===== config.mk =====
export PLATFORM = sky130hd
export DESIGN_NAME = fetch_controller_flat
export DESIGN_NICKNAME = d
export VERILOG_FILES = /design/src/rtl/fetch_controller_pkg.sv /design/src/rtl/fetch_controller_if.sv /design/src/rtl/fetch_controller_ifid_register.sv /design/src/rtl/fetch_controller.sv /design/src/flat_wrapper.sv
export SDC_FILE = /design/constraint.sdc
export NUM_CORES = 1
export LEC_CHECK = 0
export CAP_MARGIN = 20
export CORE_ASPECT_RATIO = 2
export CORE_UTILIZATION = 44
export CTS_CLUSTER_DIAMETER = 30
export DETAILED_ROUTE_END_ITERATION = 7
export HOLD_SLACK_MARGIN = 0.08
export PLACE_DENSITY = 0.81
export SYNTH_ARGS = -nofsm -noshare
export SYNTH_HDL_FRONTEND = slang
export SYNTH_SLANG_ARGS = --single-unit

===== constraint.sdc =====
create_clock -name Clk -period 2.5 [get_ports Clk]
set_clock_uncertainty 0.2 [all_clocks]
set_input_delay 0.5 -clock Clk [delete_from_list [all_inputs] [get_ports Clk]]
set_output_delay 0.5 -clock Clk [all_outputs]
set_load 0.1 [all_outputs]

===== src/rtl/fetch_controller_pkg.sv =====
// Shared types and constants for the instruction fetch controller.
// Latency: n/a (declarations only).
// Backpressure: n/a.
package fetch_controller_pkg;

    localparam int INSTR_W = 32;
    localparam logic [INSTR_W-1:0] NOP_WORD = 32'h0000_0000;

    typedef enum logic [1:0] {
        FETCH_BOOT = 2'd0,
        FETCH_RUN  = 2'd1,
        FETCH_HALT = 2'd2
    } fetch_state_t;

    // Force a byte address onto a word boundary by dropping the low two bits.
    function automatic logic [31:0] word_align(input logic [31:0] addr);
        return addr & 32'hFFFF_FFFC;
    endfunction

endpackage


===== src/rtl/fetch_controller_if.sv =====
// Bundles the instruction-memory and decode-side signals of the fetch stage.
// Latency: n/a (wiring only).
// Backpressure: Stall from decode holds the fetch stage; Redirect flushes it.
interface fetch_controller_if;
    import fetch_controller_pkg::*;

    logic               Stall;
    logic               Redirect;
    logic [31:0]        RedirectTarget;
    logic [31:0]        ImemAddress;
    logic [INSTR_W-1:0] ImemInstruction;
    logic [INSTR_W-1:0] IFID_Instruction;
    logic [31:0]        IFID_PCPlus4;
    logic               IFID_Valid;
    logic               Halted;

    // Fetch controller side.
    modport master (
        input  Stall, Redirect, RedirectTarget, ImemInstruction,
        output ImemAddress, IFID_Instruction, IFID_PCPlus4, IFID_Valid, Halted
    );

    // Memory/decode environment side.
    modport slave (
        output Stall, Redirect, RedirectTarget, ImemInstruction,
        input  ImemAddress, IFID_Instruction, IFID_PCPlus4, IFID_Valid, Halted
    );

endinterface


===== src/rtl/fetch_controller_ifid_register.sv =====
// IF/ID pipeline register: instruction, PC+4 and a valid bit.
// Latency: one edge from load to outputs.
// Backpressure: holds when no control is asserted; flush beats kill beats load.
module fetch_controller_ifid_register
    import fetch_controller_pkg::*;
(
    input  logic               clk,
    input  logic               rst_n,
    input  logic               load,
    input  logic               flush,
    input  logic               kill,
    input  logic [INSTR_W-1:0] instr_in,
    input  logic [31:0]        pcp4_in,
    output logic [INSTR_W-1:0] instr,
    output logic [31:0]        pcp4,
    output logic               valid
);

    // flush drops the word (bubble with NOP), kill only invalidates, load captures.
    always_ff @(posedge clk or negedge rst_n) begin
        if (!rst_n) begin
            instr <= NOP_WORD;
            pcp4  <= 32'd0;
            valid <= 1'b0;
        end else if (flush) begin
            instr <= NOP_WORD;
            valid <= 1'b0;
        end else if (kill) begin
            valid <= 1'b0;
        end else if (load) begin
            instr <= instr_in;
            pcp4  <= pcp4_in;
            valid <= 1'b1;
        end
    end

endmodule


===== src/rtl/fetch_controller.sv =====
// Owns the PC, drives the instruction memory and fills IF/ID; optional counters under FETCH_PERF_EN.
// Latency: word at PC appears on IF/ID one edge after PC is presented; first valid on 2nd edge after reset.
// Backpressure: Stall holds PC and IF/ID; Redirect overrides Stall and flushes; halts past end of program.
module fetch_controller
    import fetch_controller_pkg::*;
#(
    parameter logic [31:0] RESET_PC   = 32'h0000_0000,
    parameter int          IMEM_WORDS = 128
) (
    input  logic               Clk,
    input  logic               Reset_n,
    fetch_controller_if.master fif
`ifdef FETCH_PERF_EN
    ,
    output logic [31:0]        FetchCount,
    output logic [31:0]        StallCount
`endif
);

    localparam logic [31:0] END_PC = 32'(IMEM_WORDS * 4);

    fetch_state_t state_q, state_d;
    logic [31:0]  pc_q, pc_d;
    logic         ifid_load, ifid_flush, ifid_kill;
    logic         fetch_evt, stall_evt;
    logic [31:0]  redirect_pc;

    assign redirect_pc     = word_align(fif.RedirectTarget);
    assign fif.ImemAddress = word_align(pc_q);
    assign fif.Halted      = (state_q == FETCH_HALT);

    // State and PC registers.
    always_ff @(posedge Clk or negedge Reset_n) begin
        if (!Reset_n) begin
            state_q <= FETCH_BOOT;
            pc_q    <= RESET_PC;
        end else begin
            state_q <= state_d;
            pc_q    <= pc_d;
        end
    end

    // Next state, next PC and IF/ID controls; Redirect > Stall > end check > fetch.
    always_comb begin
        state_d    = state_q;
        pc_d       = pc_q;
        ifid_load  = 1'b0;
        ifid_flush = 1'b0;
        ifid_kill  = 1'b0;
        fetch_evt  = 1'b0;
        stall_evt  = 1'b0;
        case (state_q)
            FETCH_BOOT: begin
                state_d = FETCH_RUN;
            end
            FETCH_RUN: begin
                if (fif.Redirect) begin
                    pc_d       = redirect_pc;
                    ifid_flush = 1'b1;
                end else if (fif.Stall) begin
                    stall_evt = 1'b1;
                end else if (pc_q >= END_PC) begin
                    state_d   = FETCH_HALT;
                    ifid_kill = 1'b1;
                end else begin
                    pc_d      = pc_q + 32'd4;
                    ifid_load = 1'b1;
                    fetch_evt = 1'b1;
                end
            end
            FETCH_HALT: begin
                if (fif.Redirect) begin
                    pc_d = redirect_pc;
                    if (redirect_pc < END_PC) begin
                        state_d = FETCH_RUN;
                    end
                end
            end
            default: begin
                state_d = FETCH_BOOT;
            end
        endcase
    end

    fetch_controller_ifid_register u_ifid (
        .clk      (Clk),
        .rst_n    (Reset_n),
        .load     (ifid_load),
        .flush    (ifid_flush),
        .kill     (ifid_kill),
        .instr_in (fif.ImemInstruction),
        .pcp4_in  (pc_q + 32'd4),
        .instr    (fif.IFID_Instruction),
        .pcp4     (fif.IFID_PCPlus4),
        .valid    (fif.IFID_Valid)
    );

`ifdef FETCH_PERF_EN
    // Saturating fetch and stall event counters.
    always_ff @(posedge Clk or negedge Reset_n) begin
        if (!Reset_n) begin
            FetchCount <= 32'd0;
            StallCount <= 32'd0;
        end else begin
            if (fetch_evt && (FetchCount != 32'hFFFF_FFFF)) begin
                FetchCount <= FetchCount + 32'd1;
            end
            if (stall_evt && (StallCount != 32'hFFFF_FFFF)) begin
                StallCount <= StallCount + 32'd1;
            end
        end
    end
`else
    logic unused_evt;
    assign unused_evt = fetch_evt ^ stall_evt;
`endif

endmodule


===== src/flat_wrapper.sv =====
// flat-port wrapper written by rule: the top's interface ports become plain ports
module fetch_controller_flat import fetch_controller_pkg::*;
#(
    parameter logic [31:0] RESET_PC   = 32'h0000_0000,
    parameter int          IMEM_WORDS = 128
)
  (Clk, Reset_n, fif_Stall, fif_Redirect, fif_RedirectTarget, fif_ImemInstruction, fif_ImemAddress, fif_IFID_Instruction, fif_IFID_PCPlus4, fif_IFID_Valid, fif_Halted);
  fetch_controller_if fif_i ();
  input  logic Clk;
  input  logic Reset_n;
  input wire logic [$bits(fif_i.Stall)-1:0] fif_Stall;
  input wire logic [$bits(fif_i.Redirect)-1:0] fif_Redirect;
  input wire logic [$bits(fif_i.RedirectTarget)-1:0] fif_RedirectTarget;
  input wire logic [$bits(fif_i.ImemInstruction)-1:0] fif_ImemInstruction;
  output wire logic [$bits(fif_i.ImemAddress)-1:0] fif_ImemAddress;
  output wire logic [$bits(fif_i.IFID_Instruction)-1:0] fif_IFID_Instruction;
  output wire logic [$bits(fif_i.IFID_PCPlus4)-1:0] fif_IFID_PCPlus4;
  output wire logic [$bits(fif_i.IFID_Valid)-1:0] fif_IFID_Valid;
  output wire logic [$bits(fif_i.Halted)-1:0] fif_Halted;
  assign fif_i.Stall = fif_Stall;
  assign fif_i.Redirect = fif_Redirect;
  assign fif_i.RedirectTarget = fif_RedirectTarget;
  assign fif_i.ImemInstruction = fif_ImemInstruction;
  assign fif_ImemAddress = fif_i.ImemAddress;
  assign fif_IFID_Instruction = fif_i.IFID_Instruction;
  assign fif_IFID_PCPlus4 = fif_i.IFID_PCPlus4;
  assign fif_IFID_Valid = fif_i.IFID_Valid;
  assign fif_Halted = fif_i.Halted;
  fetch_controller #(.RESET_PC(RESET_PC), .IMEM_WORDS(IMEM_WORDS)) u_core (.Clk(Clk), .Reset_n(Reset_n), .fif(fif_i));
endmodule

==> results.json <==
{
  "synth_seq_cells": 95,
  "grt_pass1_vias": 3870,
  "final_core_util_pct": 65.19,
  "worstPathArrival_ns": 2.31,
  "r2r-end": "u_core.u_ifid.instr[8]$_DFFE_PN0P_",
  "syn_to_final_growth_pct": 44.13,
  "dp_hpwl_um": 8736,
  "via_per_inst": 5.372,
  "min_path_type": "reg -> reg",
  "first_pass_iters": 5,
  "routed_wl_um": 11680,
  "period_minus_slack_ns": 2.260,
  "irDropWorstVdd_uv": 705.3,
  "n_antenna_cell": 0,
  "setup-violations-final": 0,
  "status": "finished clean",
  "yosysUniqueCellTypes": 42,
  "clk_latency_ns": 0.33,
  "powerDensity_nw_per_um2": 951.2,
  "crit_required_ns": 2.55,
  "max_freq_ghz": 0.4425,
  "dp.cells": 701,
  "endpoint_kind": "register",
  "die_x_um": 71.45,
  "hold_depth": 2,
  "die_area_sq_um": 10070,
  "ant_nets": 0,
  "synth_ff_type": "dfrtp_1",
  "synth_edf_count": 0,
  "gp_congestion": 0.9298,
  "holdPathEnd": "u_core.u_ifid.pcp4[3]$_DFFE_PN0P_",
  "grt_max_degree": 58,
  "gr-usage-all-layers_pct": 23.87,
  "synth_area_sq_um": 4244,
  "ios": 166,
  "rsz0062_at_grt": "false",
  "worst_pin_slew_ns": 0.5816,
  "drt_iter0_drc": 210,
  "fin_crit_sh_pct": 90.40,
  "min_from": "u_core.u_ifid.pcp4[3]$_DFFE_PN0P_",
  "vias": 3857,
  "yosys.area.top_type": "dfrtp_1",
  "grt-ovfl-total": 0,
  "fin_ws_ns": 0.2401,
  "async_flop_share_pct": 100.0,
  "cts_buffer_depth": 2,
  "finalInstanceArea_sq_um": 6117,
  "synth_warnings": 0,
  "cap_violations": 0,
  "worstSetupPathType": "reg -> reg",
  "synth_seq_area_share_pct": 56.01,
  "cp_max_fo": 45,
  "reg2regPathDepth": 7,
  "synth.most_common_cell": "nand2_1",
  "antenna_found_initial": 0,
  "whs_ns": 0.2736,
  "h-tree-depth": 3,
  "cts_buffers": 9,
  "io_buffers": 159,
  "start_util_pct": 45.23,
  "r2r_start": "u_core.pc_q[25]$_DFFE_PN0P_",
  "slew_violations": 0,
  "synth.top_cell.area_share_pct": 56.01,
  "cts_tree": "built",
  "final_cell_count_no_fill": 718,
  "final_layout_size_suffix_gt1_share_pct": 26.22,
  "dpl_worst_slack_ns": 0.07541,
  "synthTopCellsByCount": "nand2_1, dfrtp_1, a21oi_1, nand3_1, nor2_1",
  "placed_cell_area_sq_um": 5799,
  "start_kind": "register",
  "leakagePower_nw": 2.903,
  "netlist_instances": 447,
  "path_clk_slew_ns": 0.06,
  "p_total_mw": 5.818,
  "rows": 50,
  "drcViolationCount": 0,
  "avgSynthCellArea_sq_um": 9.495,
  "synth.area.top_cells": "dfrtp_1, nand2_1, a21oi_1",
  "grt_pass1_wl_um": 18560,
  "setup_tns_ns": 0,
  "finalHoldViolCount": 0,
  "wl_per_cell_um": 16.27,
  "cts.sinks": 95,
  "nets": 679,
  "cts-root-buf": "clkbuf_16",
  "core-area_sq_um": 9384,
  "rrSetupSlack_ns": 0.24,
  "die_y_um": 140.9,
  "max_slew_margin_pct": 60.81
}
==> layout by cell type, fill, tap and decap left out, types with 3 or more instances in the layout <==
cell type,count
a21oi_1,45
and2_1,21
buf_12,5
buf_4,107
clkbuf_16,9
clkdlybuf4s50_1,64
conb_1,4
dfrtp_1,73
dfrtp_2,22
inv_1,6
nand2_1,105
nand3_1,44
nor2_1,26
nor3_1,3
nor4_1,9
nor4_4,4
o21ai_0,9
o22ai_1,11
xnor2_1,4
==> registers in the layout, indices dropped and copies added, names as in the netlist <==
register	count
u_core.u_ifid.pcp4	30
u_core.u_ifid.instr	32
u_core.pc_q	30
u_core.u_ifid.valid	1
u_core.state_q	2
==> how the worst max path moves through the flow <==
stage / from / end / slack, ns
after CTS: u_core.pc_q[25]$_DFFE_PN0P_ / u_core.u_ifid.instr[8]$_DFFE_PN0P_ / 0.21
after detailed placement: fif_Stall / u_core.u_ifid.instr[8]$_DFFE_PN0P_ / 0.08
final: u_core.pc_q[25]$_DFFE_PN0P_ / u_core.u_ifid.instr[8]$_DFFE_PN0P_ / 0.24
after floorplan: u_core.pc_q[28]$_DFFE_PN0P_ / u_core.u_ifid.pcp4[2]$_DFFE_PN0P_ / 0.004
after global placement: fif_Stall / u_core.u_ifid.pcp4[14]$_DFFE_PN0P_ / 0.13
after global routing: u_core.pc_q[25]$_DFFE_PN0P_ / u_core.u_ifid.instr[13]$_DFFE_PN0P_ / 0.11
==> layout make-up <==
class / instances / area [sq um]
clock buffers: 12 / 256.5
inverters: 6 / 22.52
multi-input cells: 320 / 1698
clock inverters: 4 / 51.30
fillers: 791 / 3267
flip-flops and latches: 95 / 2405
well taps: 104 / 130.1
repair buffers: 177 / 1554
==> kinds of logic after synthesis <==
group | after synthesis | synth area share, %
compound gates | 76 | 10.38
xor+xnor | 6 | 1.238
fa+ha+maj | 2 | 0.5895
buf+inv | 35 | 4.304
flops | 95 | 56.01
mux | 2 | 0.4717
other cells | 1 | 0.08836
simple gates | 230 | 26.92
==> critical path, cell delays in order (launching register included) <==
cell,delay (ns)
dfrtp_2,0.44
nor3_1,0.40
nand4_4,0.14
buf_4,0.19
nor4_4,0.30
buf_12,0.25
nand2_1,0.08
a21oi_1,0.16
==> power by group <==
group	internal, mW	switching [mW]	total [mW]
Clock	0.832	0.558	1.39
Sequential	1.73	0.304	2.04
Combinational	0.581	1.81	2.39
Total	3.15	2.67	5.82
==> what timing repair did <==
action                    in CTS  in global routing
hold buffers                   1                  0
setup buffers                  0                  0
hold endpoints to repair      36                  0
resized for setup              0                  0
==> layer usage <==
metal  vias to the layer above  global-route usage (%)  share of wire (%)
met5                         -                       0                  0
met4                         0                   11.47                3.7
met3                        32                   3.717                5.3
met2                       164                   44.21                 56
met1                      1831                   25.71                 35
li1                       1830                       -                  -
Power figures use the tool's default switching activity.
